<file path="src/rtl/vmem_arbiter.sv">
// Two-requester vector memory arbiter with in-order response routing; macro VMEM_ARB_ROUND_ROBIN_EN selects round-robin over fixed priority.
// Latency: request forwarded and response routed combinationally (zero cycles); the response FIFO holds up to MAX_OUTST IDs.
// Backpressure: a requester waits for mem_gnt_i; mem_req_o is held low while MAX_OUTST transactions are outstanding.

module vmem_arb_fifo #(
    parameter int WIDTH = 1,
    parameter int DEPTH = 4
) (
    input  logic                   clk_i,
    input  logic                   rst_ni,
    input  logic                   push,
    input  logic [WIDTH-1:0]       push_dat,
    input  logic                   pop,
    output logic [WIDTH-1:0]       head_dat,
    output logic [$clog2(DEPTH):0] count
);
    localparam int PW = $clog2(DEPTH);

    logic [WIDTH-1:0] mem_q [DEPTH];
    logic [PW-1:0]    wr_ptr_q;
    logic [PW-1:0]    rd_ptr_q;
    logic [PW:0]      count_q;

    // DEPTH is a power of two, so the pointers wrap by natural overflow.
    always_ff @(posedge clk_i or negedge rst_ni) begin
        if (!rst_ni) begin
            wr_ptr_q <= '0;
            rd_ptr_q <= '0;
            count_q  <= '0;
        end else begin
            if (push) wr_ptr_q <= wr_ptr_q + 1'b1;
            if (pop)  rd_ptr_q <= rd_ptr_q + 1'b1;
            case ({push, pop})
                2'b10:   count_q <= count_q + 1'b1;
                2'b01:   count_q <= count_q - 1'b1;
                default: count_q <= count_q;
            endcase
        end
    end

    always_ff @(posedge clk_i) begin
        if (push) mem_q[wr_ptr_q] <= push_dat;
    end

    assign head_dat = mem_q[rd_ptr_q];
    assign count    = count_q;
endmodule

module vmem_arbiter #(
    parameter int VMEM_W    = 128,
    parameter int MAX_OUTST = 4
) (
    input  logic                       clk_i,
    input  logic                       rst_ni,
    input  logic [1:0]                 req_i,
    output logic [1:0]                 gnt_o,
    input  logic [1:0][31:0]           addr_i,
    input  logic [1:0]                 we_i,
    input  logic [1:0][VMEM_W/8-1:0]   be_i,
    input  logic [1:0][VMEM_W-1:0]     wdata_i,
    output logic [1:0]                 rvalid_o,
    output logic [VMEM_W-1:0]          rdata_o,
    output logic [1:0]                 err_o,
    output logic                       mem_req_o,
    input  logic                       mem_gnt_i,
    output logic [31:0]                mem_addr_o,
    output logic                       mem_we_o,
    output logic [VMEM_W/8-1:0]        mem_be_o,
    output logic [VMEM_W-1:0]          mem_wdata_o,
    input  logic                       mem_rvalid_i,
    input  logic [VMEM_W-1:0]          mem_rdata_i,
    input  logic                       mem_err_i,
    output logic                       spurious_rsp_o
);
    localparam int CW = $clog2(MAX_OUTST) + 1;

    typedef enum logic {IDLE, LOCKED} state_e;

    state_e        state_q;
    logic          owner_q;
    logic          spurious_q;
    logic          winner;
    logic          sel;
    logic          mem_req;
    logic          push;
    logic          pop;
    logic          head_id;
    logic [CW-1:0] count;

`ifdef VMEM_ARB_ROUND_ROBIN_EN
    logic rr_ptr_q;

    always_ff @(posedge clk_i or negedge rst_ni) begin
        if (!rst_ni)   rr_ptr_q <= 1'b0;
        else if (push) rr_ptr_q <= ~sel;
    end

    // A lone requester always wins; only a tie consults the pointer.
    assign winner = (req_i == 2'b11) ? rr_ptr_q : ~req_i[0];
`else
    assign winner = ~req_i[0];
`endif

    assign sel     = (state_q == LOCKED) ? owner_q : winner;
    assign mem_req = (state_q == LOCKED) ? req_i[owner_q]
                                         : ((|req_i) && (count < CW'(MAX_OUTST)));
    assign push    = mem_req & mem_gnt_i;
    assign pop     = mem_rvalid_i & (count != '0);

    always_ff @(posedge clk_i or negedge rst_ni) begin
        if (!rst_ni) begin
            state_q    <= IDLE;
            owner_q    <= 1'b0;
            spurious_q <= 1'b0;
        end else begin
            if (mem_rvalid_i && (count == '0)) spurious_q <= 1'b1;
            case (state_q)
                IDLE: begin
                    if (mem_req && !mem_gnt_i) begin
                        state_q <= LOCKED;
                        owner_q <= winner;
                    end
                end
                LOCKED: begin
                    // Owner dropping its request abandons the transfer without a push.
                    if (!req_i[owner_q] || mem_gnt_i) state_q <= IDLE;
                end
                default: state_q <= IDLE;
            endcase
        end
    end

    vmem_arb_fifo #(
        .WIDTH (1),
        .DEPTH (MAX_OUTST)
    ) u_rsp_fifo (
        .clk_i    (clk_i),
        .rst_ni   (rst_ni),
        .push     (push),
        .push_dat (sel),
        .pop      (pop),
        .head_dat (head_id),
        .count    (count)
    );

    // Outputs are forced quiet while reset is held, even with requests pending.
    assign mem_req_o      = mem_req & rst_ni;
    assign gnt_o          = {push & sel & rst_ni, push & ~sel & rst_ni};
    assign mem_addr_o     = addr_i[sel];
    assign mem_we_o       = we_i[sel];
    assign mem_be_o       = be_i[sel];
    assign mem_wdata_o    = wdata_i[sel];
    assign rvalid_o       = {pop & head_id, pop & ~head_id};
    assign err_o          = {pop & mem_err_i & head_id, pop & mem_err_i & ~head_id};
    assign rdata_o        = mem_rdata_i;
    assign spurious_rsp_o = spurious_q;
endmodule

</file>
<file path="config.mk">
export PLATFORM = sky130hd
export DESIGN_NAME = vmem_arbiter
export DESIGN_NICKNAME = d
export VERILOG_FILES = /design/src/rtl/vmem_arbiter.sv
export SDC_FILE = /design/constraint.sdc
export NUM_CORES = 1
export LEC_CHECK = 0
export ABC_CLOCK_PERIOD_IN_PS = 2830
export BUFFER_PORTS_ARGS = -buffer_cell sky130_fd_sc_hd__clkbuf_2
export CAP_MARGIN = 10
export CORE_AREA = 2 2 309 311
export CTS_BUF_LIST = sky130_fd_sc_hd__clkbuf_16
export CTS_CLUSTER_DIAMETER = 60
export DETAILED_ROUTE_END_ITERATION = 12
export DIE_AREA = 0 0 311 313
export PLACE_DENSITY = 0.32
export SLEW_MARGIN = 20
export SYNTH_ARGS = -nofsm -noshare
export SYNTH_HDL_FRONTEND = slang
export SYNTH_SLANG_ARGS = --single-unit
</file>
<file path="constraint.sdc">
create_clock -name clk_i -period 2.83 [get_ports clk_i]
set_clock_uncertainty 0.1 [all_clocks]
set_input_delay 0 -clock clk_i [delete_from_list [all_inputs] [get_ports clk_i]]
set_output_delay 0 -clock clk_i [all_outputs]
set_load 0.02 [all_outputs]
</file>
==> flow_summary_export.csv <==
group,metric,value,unit
timing,maxSlewViolCount,0,
grt,grt_max_degree,67,
critical_path,crit_path_start_kind,"primary input",
critical_path,rr_worst_depth,8,
cells_and_area,final_core_util,9.55,%
outcome,status,"finished clean",
timing,rsz0062_at_grt,"no",
logic_synthesis,synth_ff_type,"dfrtp_1",
timing,layout_setup_ws,0.518,ns
clock_network,cts-root-buf,"clkbuf_16",
timing,setup_tns,0,ns
clock_network,clkSinkCount,14,
cells_and_area,syn_to_final_growth,110,%
pwr,swShare,49.0,%
critical_path,path_cells,"dlygate4sd3_1 -> clkbuf_2 -> or3b_4 -> o2111ai_2 -> ha_1 -> inv_1 -> fa_1 -> xor2_1 -> nor2_1 -> xor2_1",
logic_synthesis,syn-instance-count,393,
timing,hold_viol_final,0,
die,ios,802,
critical_path,crit_type,"primary input to flip-flop",
place,dp_hpwl,24.9,mm
logic_synthesis,synth_nets,888,
place,post-place-cells,2068,
clock_network,postCtsResizedCells,0,
logic_synthesis,avgSynthCellArea,10.9,sq um
critical_path,cp_common_cell,"xor2_1",
pwr,p_total,4.19,mW
critical_path,worstPathRequired,2.90,ns
cells_and_area,finish.instance_area,0.00899,sq mm
pwr,ir_drop,289,uV
pwr,powerDensity,466,mW/mm^2
logic_synthesis,ys_types,30,
die,core,0.0942,sq mm
grt,overflow,0,
logic_synthesis,ys_ff_latch,14,
clock_network,ctsHoldBuffers,131,
timing,maxSlewHeadroom,71.4,%
pwr,p_sw,2.05,mW
place,dp_slack,0.550,ns
grt,gr-usage-all-layers,5.14,%
timing,worst_slew_pin_slew,0.425,ns
critical_path,critPathCaptureType,"flip-flop",
critical_path,max_stage_delay,0.53,ns
cells_and_area,mostFrequentLayoutCells,"clkbuf_2, dlygate4sd3_1, mux2_4",
logic_synthesis,yosys_warnings,0,
clock_network,clockBufferDepth,2,
clock_network,cts_buffers,3,
clock_network,cts.clk_slew.worst_paths,0.05,ns
detailed_routing,antenna_left,0,
pwr,sequentialPowerShare,9.0,%
timing,setup_viol,0,
detailed_routing,drc,0,
grt,grt_pass1_wl,36.3,mm
detailed_routing,wl,28.3,mm
timing,hold_ws,0.00296,ns
logic_synthesis,syn_area,0.00427,sq mm
critical_path,cp_slowest_cell,"dlygate4sd3_1",
grt,antenna_found_initial,17,
min_path,min_from,"req_i[1]",
die,fp.dieArea,0.0973,sq mm
cells_and_area,n_fill_cell,11020,
clock_network,htree_num_levels,1,
detailed_routing,first_pass_iters,4,
clock_network,cts_setup_buffers,0,
cells_and_area,fin_nets,1434,
die,die_h,313,microns
pwr,clkPwrFrac,6.5,%
critical_path,r2r_start,"state_q",
min_path,min_path_type,"primary input to flip-flop",
detailed_routing,routedWlPerCell,12.8,microns
critical_path,arrival,2.38,ns
die,die_width,311,microns
timing,min_period,2.31,ns
min_path,holdPathEnd,"owner_q",
grt,first_global_vias,5032,
logic_synthesis,synth_edf_count,4,
cells_and_area,final_common_cell,"clkbuf_2",
place,place_area,0.00759,sq mm
pwr,comb_power_share,84.5,%
timing,period_share,81.7,%
die,rows,113,
flow_run,maxCapViolations,0,
critical_path,reg2reg_to,"u_rsp_fifo.count[2]",
timing,max_clock_freq,432,MHz
place,routabilityCongestion,0.747,
pwr,p_leak,4.42,nW
logic_synthesis,synth-async-reset-ratio,71.4,%
critical_path,crit_fanout,7,
clock_network,cts_tree,"built",
detailed_routing,viasPerCell,2.33,
cells_and_area,stdcell_count,2205,
critical_path,rrSetupSlack,0.54,ns
pwr,p_int,2.14,mW
min_path,min_path_cells,3,
place,portBuffers,545,
cells_and_area,drive_gt1_share,79.2,%
logic_synthesis,synth_seq_area_share,8.67,%
die,initial_utilization,4.54,%
detailed_routing,dr_total_vias,5128,
clock_network,insertion_delay,0.24,ns
detailed_routing,initialDrtViolationCount,134,
-- critical path, delay by kind of cell --
kind | cells | cell delay [ns]
adder cells (fa/ha/maj) | 2 | 0.63
XOR/XNOR | 2 | 0.30
AND/OR/NAND/NOR | 2 | 0.53
AO/OA/AOI/OAI | 1 | 0.19
buffers and inverters | 3 | 0.74
-- layer usage --
metal  track usage (%)  part of all wire, %  vias up
met5                 0                 0.46        -
met2              8.58                   47      443
met4             0.933                  1.5       18
li1                  -                    -     2325
met1              5.66                   36     2312
met3              3.02                   15       30
-- power groups by stage --
stage	Sequential [mW]	Clock (mW)	Combinational (mW)
final	0.379	0.272	3.54
after floorplan	0.367	0	2.53
after global routing	0.393	0.289	3.75
after detailed placement	0.379	0	3.28
after global placement	0.380	0	3.33
after CTS	0.376	0.278	3.59
-- cell type report --
type	count	area, sq um	area share (%)
clock buffers	3	75.1	0.835
repair buffers	689	4190	46.6
well taps	1265	1580	17.6
diodes	2	5.00	0.0557
inverters	12	45.0	0.501
multi-input cells	219	2720	30.3
flip-flops and latches	14	370	4.12
clock inverters	1	3.75	0.0418
-- sequential cells by signal, summed over array words and instances (netlist names) --
name and cells:
owner_q 1, spurious_rsp_o 1, state_q 1, u_rsp_fifo.count 3
u_rsp_fifo.mem_q 4, u_rsp_fifo.rd_ptr_q 2, u_rsp_fifo.wr_ptr_q 2
-- how the worst max path moves through the flow --
stage / from / endpoint / slack [ns] / cells after the start
2_1_floorplan: state_q / u_rsp_fifo.count[2] / 0.69 / 8
3_3_place_gp: state_q / u_rsp_fifo.count[2] / 0.50 / 8
3_5_place_dp: state_q / u_rsp_fifo.count[2] / 0.55 / 8
4_1_cts: req_i[0] / u_rsp_fifo.count[2] / 0.51 / 10
5_1_grt: state_q / u_rsp_fifo.count[2] / 0.37 / 8
6_report: req_i[0] / u_rsp_fifo.count[2] / 0.52 / 10
-- cell families after synthesis --
group	after synthesis	share of synthesized area [%]
mux	180	56.5
buf+inv	160	27.8
simple gates	18	2.11
flops	14	8.67
compound gates	9	1.79
xor+xnor	6	1.23
fa+ha+maj	6	1.93
-- synth_stat cells, types with 2 or more instances --
library cell / number / share of area (%)
inv_1: 12 / 1.1
ha_1: 5 / 1.5
dfrtp_1: 10 / 5.9
nand2_1: 3 / 0.26
nor3_1: 4 / 0.47
buf_6: 13 / 3.4
buf_4: 128 / 22
a21oi_1: 2 / 0.23
mux2_2: 78 / 21
xnor2_1: 3 / 0.62
edfxtp_1: 4 / 2.8
mux2_4: 100 / 35
nor2_1: 6 / 0.53
xor2_1: 3 / 0.62
buf_2: 7 / 0.82
Power figures use the tool's default switching activity.
